File: src/rtl/oam_dma_pkg.sv
// -----------------------------------------------------------------------------
// oam_dma_pkg
//   Shared definitions for the sprite-memory DMA engine.
//   - Default bus widths.
//   - Trigger and destination register addresses, also used by the CPU/DMA bus
//     mux and the PPU register decode.
//   - FSM state encoding.
//   - Transfer length constants.
// -----------------------------------------------------------------------------
package oam_dma_pkg;

    localparam int DEF_REG_WIDTH  = 8;
    localparam int DEF_ADDR_WIDTH = 16;

    // CPU write here starts a page copy; every copied byte goes to the OAM data port
    localparam logic [15:0] DMA_REG_ADDR  = 16'h4014;
    localparam logic [15:0] OAM_DATA_ADDR = 16'h2004;

    // Bytes per transfer and the CPU stall length (HALT + 256 read/write pairs)
    localparam int XFER_BYTES     = 256;
    localparam int XFER_CYCLES    = 1 + 2 * XFER_BYTES;

    typedef enum logic [2:0] {
        IDLE  = 3'd0,
        HALT  = 3'd1,
        ALIGN = 3'd2,
        READ  = 3'd3,
        WRITE = 3'd4
    } dma_state_e;

endpackage

File: src/rtl/oam_dma.sv
// -----------------------------------------------------------------------------
// oam_dma
//   Copies one 256-byte page of CPU memory to the OAM data port.  A CPU write
//   of page number P to DMA_REG halts the CPU, then the engine alternates
//   READ (bus_addr = {P, idx}) and WRITE (bus_addr = OAM_DATA) for all 256
//   bytes.  If the free-running parity flop is 1 in HALT, one extra ALIGN
//   cycle is inserted before the first read.
//
// Ports
//   clk       : clock, all state on rising edge
//   reset_n   : asynchronous active-low reset
//   cpu_we    : CPU write strobe
//   cpu_addr  : CPU address
//   cpu_din   : CPU write data (source page number)
//   cpu_rdy   : low halts the CPU
//   bus_req   : high while the DMA owns the memory bus
//   bus_addr  : memory bus address
//   bus_we    : memory write enable
//   bus_dout  : memory write data
//   bus_din   : memory read data, combinational from bus_addr
//   busy      : transfer in progress
//   done      : one-cycle pulse in the first IDLE cycle after a transfer
// -----------------------------------------------------------------------------
module oam_dma
    import oam_dma_pkg::*;
#(
    parameter int                    WIDTH      = DEF_REG_WIDTH,
    parameter int                    ADDR_WIDTH = DEF_ADDR_WIDTH,
    parameter logic [ADDR_WIDTH-1:0] DMA_REG    = ADDR_WIDTH'(DMA_REG_ADDR),
    parameter logic [ADDR_WIDTH-1:0] OAM_DATA   = ADDR_WIDTH'(OAM_DATA_ADDR)
) (
    input  logic                  clk,
    input  logic                  reset_n,
    input  logic                  cpu_we,
    input  logic [ADDR_WIDTH-1:0] cpu_addr,
    input  logic [WIDTH-1:0]      cpu_din,
    output logic                  cpu_rdy,
    output logic                  bus_req,
    output logic [ADDR_WIDTH-1:0] bus_addr,
    output logic                  bus_we,
    output logic [WIDTH-1:0]      bus_dout,
    input  logic [WIDTH-1:0]      bus_din,
    output logic                  busy,
    output logic                  done
);

    dma_state_e       state;
    logic [WIDTH-1:0] page;
    logic [7:0]       idx;
    logic [WIDTH-1:0] data;
    logic             parity;

    wire trigger = cpu_we && (cpu_addr == DMA_REG);

    // Free-running cycle parity; decides whether the first read needs an
    // alignment cycle.
    always_ff @(posedge clk or negedge reset_n) begin
        if (!reset_n) parity <= 1'b0;
        else          parity <= ~parity;
    end

    // Control FSM.  busy / bus_req / cpu_rdy / done are registered alongside
    // the state so they change only on the transitions into and out of IDLE.
    always_ff @(posedge clk or negedge reset_n) begin
        if (!reset_n) begin
            state   <= IDLE;
            page    <= '0;
            idx     <= '0;
            data    <= '0;
            done    <= 1'b0;
            busy    <= 1'b0;
            bus_req <= 1'b0;
            cpu_rdy <= 1'b1;
        end else begin
            done <= 1'b0;
            case (state)
                IDLE: begin
                    if (trigger) begin
                        page    <= cpu_din;
                        idx     <= 8'h00;
                        state   <= HALT;
                        busy    <= 1'b1;
                        bus_req <= 1'b1;
                        cpu_rdy <= 1'b0;
                    end
                end
                HALT:  state <= parity ? ALIGN : READ;
                ALIGN: state <= READ;
                READ: begin
                    data  <= bus_din;
                    state <= WRITE;
                end
                WRITE: begin
                    // 8-bit counter: wraps FF->00 on the last byte, so page
                    // never advances into the next one.
                    idx <= idx + 8'd1;
                    if (idx == 8'hFF) begin
                        state   <= IDLE;
                        done    <= 1'b1;
                        busy    <= 1'b0;
                        bus_req <= 1'b0;
                        cpu_rdy <= 1'b1;
                    end else begin
                        state <= READ;
                    end
                end
                default: begin
                    state   <= IDLE;
                    busy    <= 1'b0;
                    bus_req <= 1'b0;
                    cpu_rdy <= 1'b1;
                end
            endcase
        end
    end

    // Bus side is a pure decode of registered state; nothing from cpu_*
    // reaches it in the same cycle.
    always_comb begin
        bus_addr = '0;
        bus_we   = 1'b0;
        bus_dout = '0;
        case (state)
            READ: begin
                bus_addr = ADDR_WIDTH'({page, idx});
            end
            WRITE: begin
                bus_addr = OAM_DATA;
                bus_we   = 1'b1;
                bus_dout = data;
            end
            default: ;
        endcase
    end

endmodule

File: config.mk
export PLATFORM = sky130hd
export DESIGN_NAME = oam_dma
export DESIGN_NICKNAME = d
export VERILOG_FILES = /design/src/rtl/oam_dma_pkg.sv /design/src/rtl/oam_dma.sv
export SDC_FILE = /design/constraint.sdc
export NUM_CORES = 1
export LEC_CHECK = 0
export CORE_ASPECT_RATIO = 1.25
export CORE_UTILIZATION = 38
export DETAILED_ROUTE_END_ITERATION = 8
export PLACE_DENSITY = 0.82
export SETUP_SLACK_MARGIN = 0.5
export SYNTH_ARGS = -nofsm -noshare
export SYNTH_HDL_FRONTEND = slang
export SYNTH_SLANG_ARGS = --single-unit
File: constraint.sdc
create_clock -name clk -period 1.7 [get_ports clk]
set_input_delay 0.17 -clock clk [delete_from_list [all_inputs] [get_ports clk]]
set_output_delay 0.17 -clock clk [all_outputs]
set_load 0.01 [all_outputs]
==> results of run 1 <==
## flip-flops by register name, summed over array words and instances (netlist names)
signal	cells
done	1
parity	1
idx	8
busy	1
state	3
data	8
cpu_rdy	1
page	8
## per-layer routing
layer	vias to the layer above	share of wire [%]	global-route usage (%)
met5	-	0	0
met4	0	1.7	7.14
met3	10	4.0	5.81
met2	44	55	43.3
met1	760	39	29.6
li1	688	-	-
## final timing paths
path,start,to,cells past startpoint
max,state[0]$_DFFE_PN0P_,page[2]$_DFFE_PN0P_,5
min,reset_n,page[7]$_DFFE_PN0P_,2
max reg2reg,state[0]$_DFFE_PN0P_,page[2]$_DFFE_PN0P_,5
min reg2reg,parity$_DFF_PN0_,parity$_DFF_PN0_,1
max in group asynchronous,reset_n,cpu_rdy$_DFFE_PN1P_,2
min in group clk,parity$_DFF_PN0_,parity$_DFF_PN0_,1
## cells by family (layout without fill, tap and decap cells)
family | count (synthesis) | in the layout
buffers and inverters | 13 | 117
XOR/XNOR | 4 | 4
AO/OA/AOI/OAI | 16 | 16
multiplexers | 16 | 16
adder cells (fa/ha/maj) | 1 | 1
flip-flops | 31 | 31
AND/OR/NAND/NOR | 61 | 61
## timing repair
item                                    in CTS  in global routing
hold endpoints to repair                     0                  0
gates cloned                                 1                  1
endpoints found under the setup margin      58                 55
pin swaps                                   23                 13
setup buffers                               15                  6
resized for setup                          223                 17
## cell usage in the layout, fill, tap and decap left out, types with 3 or more instances in the layout
master | Yosys | layout
o21ai_0 | 8 | 4
dfrtp_1 | 30 | 28
buf_8 | 0 | 3
clkdlybuf4s50_1 | 0 | 19
mux2_4 | 0 | 16
buf_6 | 2 | 50
nand2_4 | 0 | 5
xnor2_1 | 3 | 3
and2_4 | 0 | 21
o21ai_1 | 0 | 3
nor3_2 | 0 | 3
nor2_4 | 0 | 4
clkbuf_8 | 0 | 6
dlygate4sd2_1 | 0 | 14
nand2_1 | 12 | 5
inv_1 | 3 | 3
buf_4 | 3 | 10
## cell type report
| class | instances | area share (%) |
|---|---|---|
| multi-input cells | 98 | 32.3 |
| repair buffers | 104 | 35.3 |
| well taps | 54 | 2.21 |
| flip-flops and latches | 31 | 25.5 |
| repair inverters | 1 | 0.204 |
| clock buffers | 6 | 2.70 |
| clock inverters | 2 | 1.14 |
| inverters | 4 | 0.654 |
## per-stage QoR
step	hold WS [ps]	area [µm²]	power (mW)	setup WS, ps
CTS	280	2950	3.79	-13.3
finish	267	3060	4.13	-91.2
detailed placement	440	2440	2.54	-296
global route	311	3060	4.32	-150
floorplan	-126	1680	2.01	25.0
global placement	423	2440	2.49	-240
## power breakdown
group | internal [mW] | switching [mW] | total (mW)
Sequential | 0.966 | 0.253 | 1.22
Clock | 0.474 | 0.287 | 0.761
Combinational | 1.27 | 0.879 | 2.15
==> results.toml, run 1 <==
[logic_synthesis]
synth.most_common_cell = "dfrtp_1"
yosysWarnings = 0
synth_xor_area_share_pct = 2.27
yosys.area_share.simple_pct = 23.5
ys_seq_area_share_pct = 50.2
synth-edff-count = 0
syn-cell-area_mm2 = 0.00155
yosysTopAreaCell = "dfrtp_1"
ys.flop_type = "dfrtp_1"
synthAdderAreaFrac_pct = 0.809
synth.distinct_cells = 35
netlist_instances = 142
syn_area_per_cell_um2 = 10.9
synthTopCellsByCount = "dfrtp_1, and2_1, mux2_2"
synth_top_area_share_pct = 48.5
synth.area.mux_share_pct = 11.7
synth-seq-cells = 31
synth-compound-area-share_pct = 6.15
synth_top_family_by_area = "simple AND/OR/NAND/NOR gates"
async_flop_share_pct = 100
synth.area.top_cells = "dfrtp_1, mux2_2, and2_1"
synth_nets = 178

[timing]
min_period_ps = 1790
fmaxAchievable_ghz = 0.558
final.period_utilization_pct = 105
finalSetupViolCount = 25
max_slew_margin_pct = 73.4
rsz0062_at_grt = "yes"
finalHoldViolCount = 0
setup_ws_ps = -91.2
finalSetupTns_ps = -1010
slew_viol_final = 0
clock_skew_ps = 5.84
worst_pin_slew_ps = 399

[cells_and_area]
seqCellArea_um2 = 779
drive_above_1_share_pct = 61.4
antenna_cells = 0
layout.nets = 281
nFillCells = 200
syn_to_final_growth_pct = 98.0
final_util_pct = 79.6
multi_input_area_um2 = 990
finalNonFillerCells = 300

[worst_setup_path]
cp_max_fo = 7
worst-setup-path-type = "reg2reg"
crit_chain = "buf_6 -> or3_4 -> nor3_4 -> buf_6 -> mux2_4"
startpoint_type = "flop"
crit_family = "simple AND/OR/NAND/NOR gates"
cp.arrival_ps = 1970
cp_common_cell = "buf_6"
worstPathRequired_ps = 1880
cpPeakStageDelay_ps = 440
cp-end-kind = "flop"
slowest_stage = "dfrtp_1"
worst-path-buf-inv = 2
rrSetupSlack_ps = -90

[die]
ios = 64
std_cell_rows = 25
start_util_pct = 40.2
core-area_mm2 = 0.00385
die_w_um = 59.1
die-height_um = 73.3
die_area_mm2 = 0.00433

[routing]
drtIter0Drc = 47
vias = 1502
viasPerCell = 5.01
finalWirelength_mm = 5.28
first_pass_iters = 4
ant_nets = 0
drc = 0
wl_per_cell_um = 17.6

[power_and_ir_drop]
max-vdd-ir-drop_v = 0.00119
power.density_mw_per_mm2 = 1350
p_leak_nw = 1.47

[grt]
antenna_found_initial = 0
grt_pass1_wl_mm = 7.75
grt_pass1_vias = 1588
overflow = 0
grt_max_degree = 32
grt_use_total_pct = 24.6

[placement]
io_buffers = 63
place_congestion = 0.769
hpwlAfterDp_mm = 2.85
placedCellCount = 269

[run_status]
failed_checks = "negative setup slack"
outcome = "finished, violations left"

[clocking]
clockBufferDepth = 2
tritoncts = "built"
path_clk_slew_ps = 70
h-tree-depth = 2
cts_sinks = 31
cts_buffers = 5
ctsHoldBuffers = 0
cts_root_buffer = "clkbuf_8"
insertion_delay_ps = 290

[flow_run]
cap_violations = 0

[hold_path]
hold_class = "in2async"
No activity file was read; power rests on OpenSTA's default activity.
==> inputs of run 2 (changes only) <==
Settings changed: GPL_ROUTABILITY_DRIVEN set to 0.
==> results of run 2 <==
No change in the layout: final DEF, timing and power equal those of run 1.
==> inputs of run 3 (changes only) <==
Settings changed: CORE_MARGIN set to 2.
==> results.toml, run 3 (synthesis results as in run 1) <==
[run_status]
outcome = "finished, violations left"
failed_checks = "negative setup slack"

[placement]
hpwlAfterDp_mm = 2.82
placed_area_mm2 = 0.00241
pre_cts_slack_ps = -359
placedCellCount = 264
io_buffers = 63

[routing]
drc = 0
finalWirelength_mm = 5.71
first_pass_iters = 4
drtIter0Drc = 44
vias = 1487
ant_nets = 0
viasPerCell = 5.04
wl_per_cell_um = 19.4

[timing]
setup_ws_ps = -62.4
fmaxAchievable_ghz = 0.567
finalSetupViolCount = 22
max_slew_margin_pct = 72.7
worst_pin_slew_ps = 410
final.period_utilization_pct = 104
clock_skew_ps = 3.41
fin_hold_ws_ps = 258
rsz0062_at_grt = "yes"
slew_viol_final = 0
finalSetupTns_ps = -902
min_period_ps = 1760
finalHoldViolCount = 0

[clocking]
ctsHoldBuffers = 0
cts_root_buffer = "clkbuf_8"
tritoncts = "built"
path_clk_slew_ps = 70
insertion_delay_ps = 300
clockBufferDepth = 2
h-tree-depth = 2
cts_buffers = 5
cts_sinks = 31

[grt]
grt_pass1_wl_mm = 8.19
grt_pass1_vias = 1602
grt_use_total_pct = 25.6
grt_max_degree = 32
overflow = 0
antenna_found_initial = 0

[die]
die_w_um = 61.1
ios = 64
die_area_mm2 = 0.00460
core-area_mm2 = 0.00385
die-height_um = 75.3
std_cell_rows = 25
start_util_pct = 40.2

[flow_run]
cap_violations = 0

[power_and_ir_drop]
p_clk_share_pct = 15.8
internal-power_mw = 2.72
p_leak_nw = 1.44
seq_power_share_pct = 28.9
max-vdd-ir-drop_v = 0.000837
power.density_mw_per_mm2 = 1400
p_total_mw = 4.24
pwr-share-comb_pct = 55.3
switching_share_pct = 36.0
netSwitchingPower_mw = 1.53

[worst_setup_path]
worstPathRequired_ps = 1530
worst-setup-path-type = "reg2out"
cp-end-kind = "output port"
startpoint_type = "flop"
cp.arrival_ps = 1590
cp_max_fo = 5

[cells_and_area]
layout.nets = 276
drive_above_1_share_pct = 61.4
syn_to_final_growth_pct = 96.6
multi_input_area_um2 = 992
final_util_pct = 79.0
antenna_cells = 0
final_area_mm2 = 0.00304
seqCellArea_um2 = 779
layout_commonest_cell = "buf_6"
top_regs = "data x8, idx x8, page x8"
finalNonFillerCells = 295
nFillCells = 210
layout_common_cells = "buf_6, dfrtp_1, clkdlybuf4s50_1, and2_4, mux2_4"

[hold_path]
hold_class = "in2async"
-- run 3: area by class of cell --
class                           count  area share (%)
Clock buffer                        8            3.29
Inverter                            4           0.658
Multi-Input combinational cell     98            32.6
Sequential cell                    31            25.6
Tap cell                           54            2.22
Timing Repair Buffer               99            35.3
Timing Repair inverter              1           0.206
-- run 3: critical path, stage by stage (launching register included) --
cell	delay [ps]
dfrtp_1	400
buf_6	140
nand2_4	50
nor2_4	210
buf_12	140
buf_16	110
nand2_2	70
nand2_4	70
buf_6	100
-- run 3: final timing paths --
path	to	depth (start not counted)	start	slack [ps]
max reg2reg	page[0]$_DFFE_PN0P_	5	state[1]$_DFFE_PN0P_	-40
min reg2reg	parity$_DFF_PN0_	1	parity$_DFF_PN0_	440
min in group clk	parity$_DFF_PN0_	1	parity$_DFF_PN0_	440
max	bus_addr[13]	8	state[1]$_DFFE_PN0P_	-60
max in group asynchronous	cpu_rdy$_DFFE_PN1P_	2	reset_n	1110
min	page[2]$_DFFE_PN0P_	2	reset_n	260
-- run 3: power groups by stage --
stage               Clock [mW]  Combinational [mW]  Sequential, mW
CTS                      0.653                2.00            1.20
global placement             0                1.32            1.18
global route             0.706                2.47            1.25
finish                   0.669                2.35            1.23
floorplan                    0               0.891            1.12
detailed placement           0                1.35            1.19
-- run 3: layer usage --
| layer | vias to the layer above | wire, µm | part of all wire, % | global-route usage, % |
|---|---|---|---|---|
| li1 | 675 | - | - | - |
| met1 | 749 | 2160 | 38 | 29.7 |
| met2 | 51 | 3130 | 55 | 40.9 |
| met3 | 12 | 289 | 5.1 | 7.47 |
| met4 | 0 | 131 | 2.3 | 16.2 |
| met5 | - | 0 | 0 | 0 |
-- run 3: timing repair --
action                                  CTS  global route
endpoints found under the setup margin   58            55
resized for setup                       206            36
buffers inserted                         15             6
gates cloned                              2             0
pin swaps                                22            14
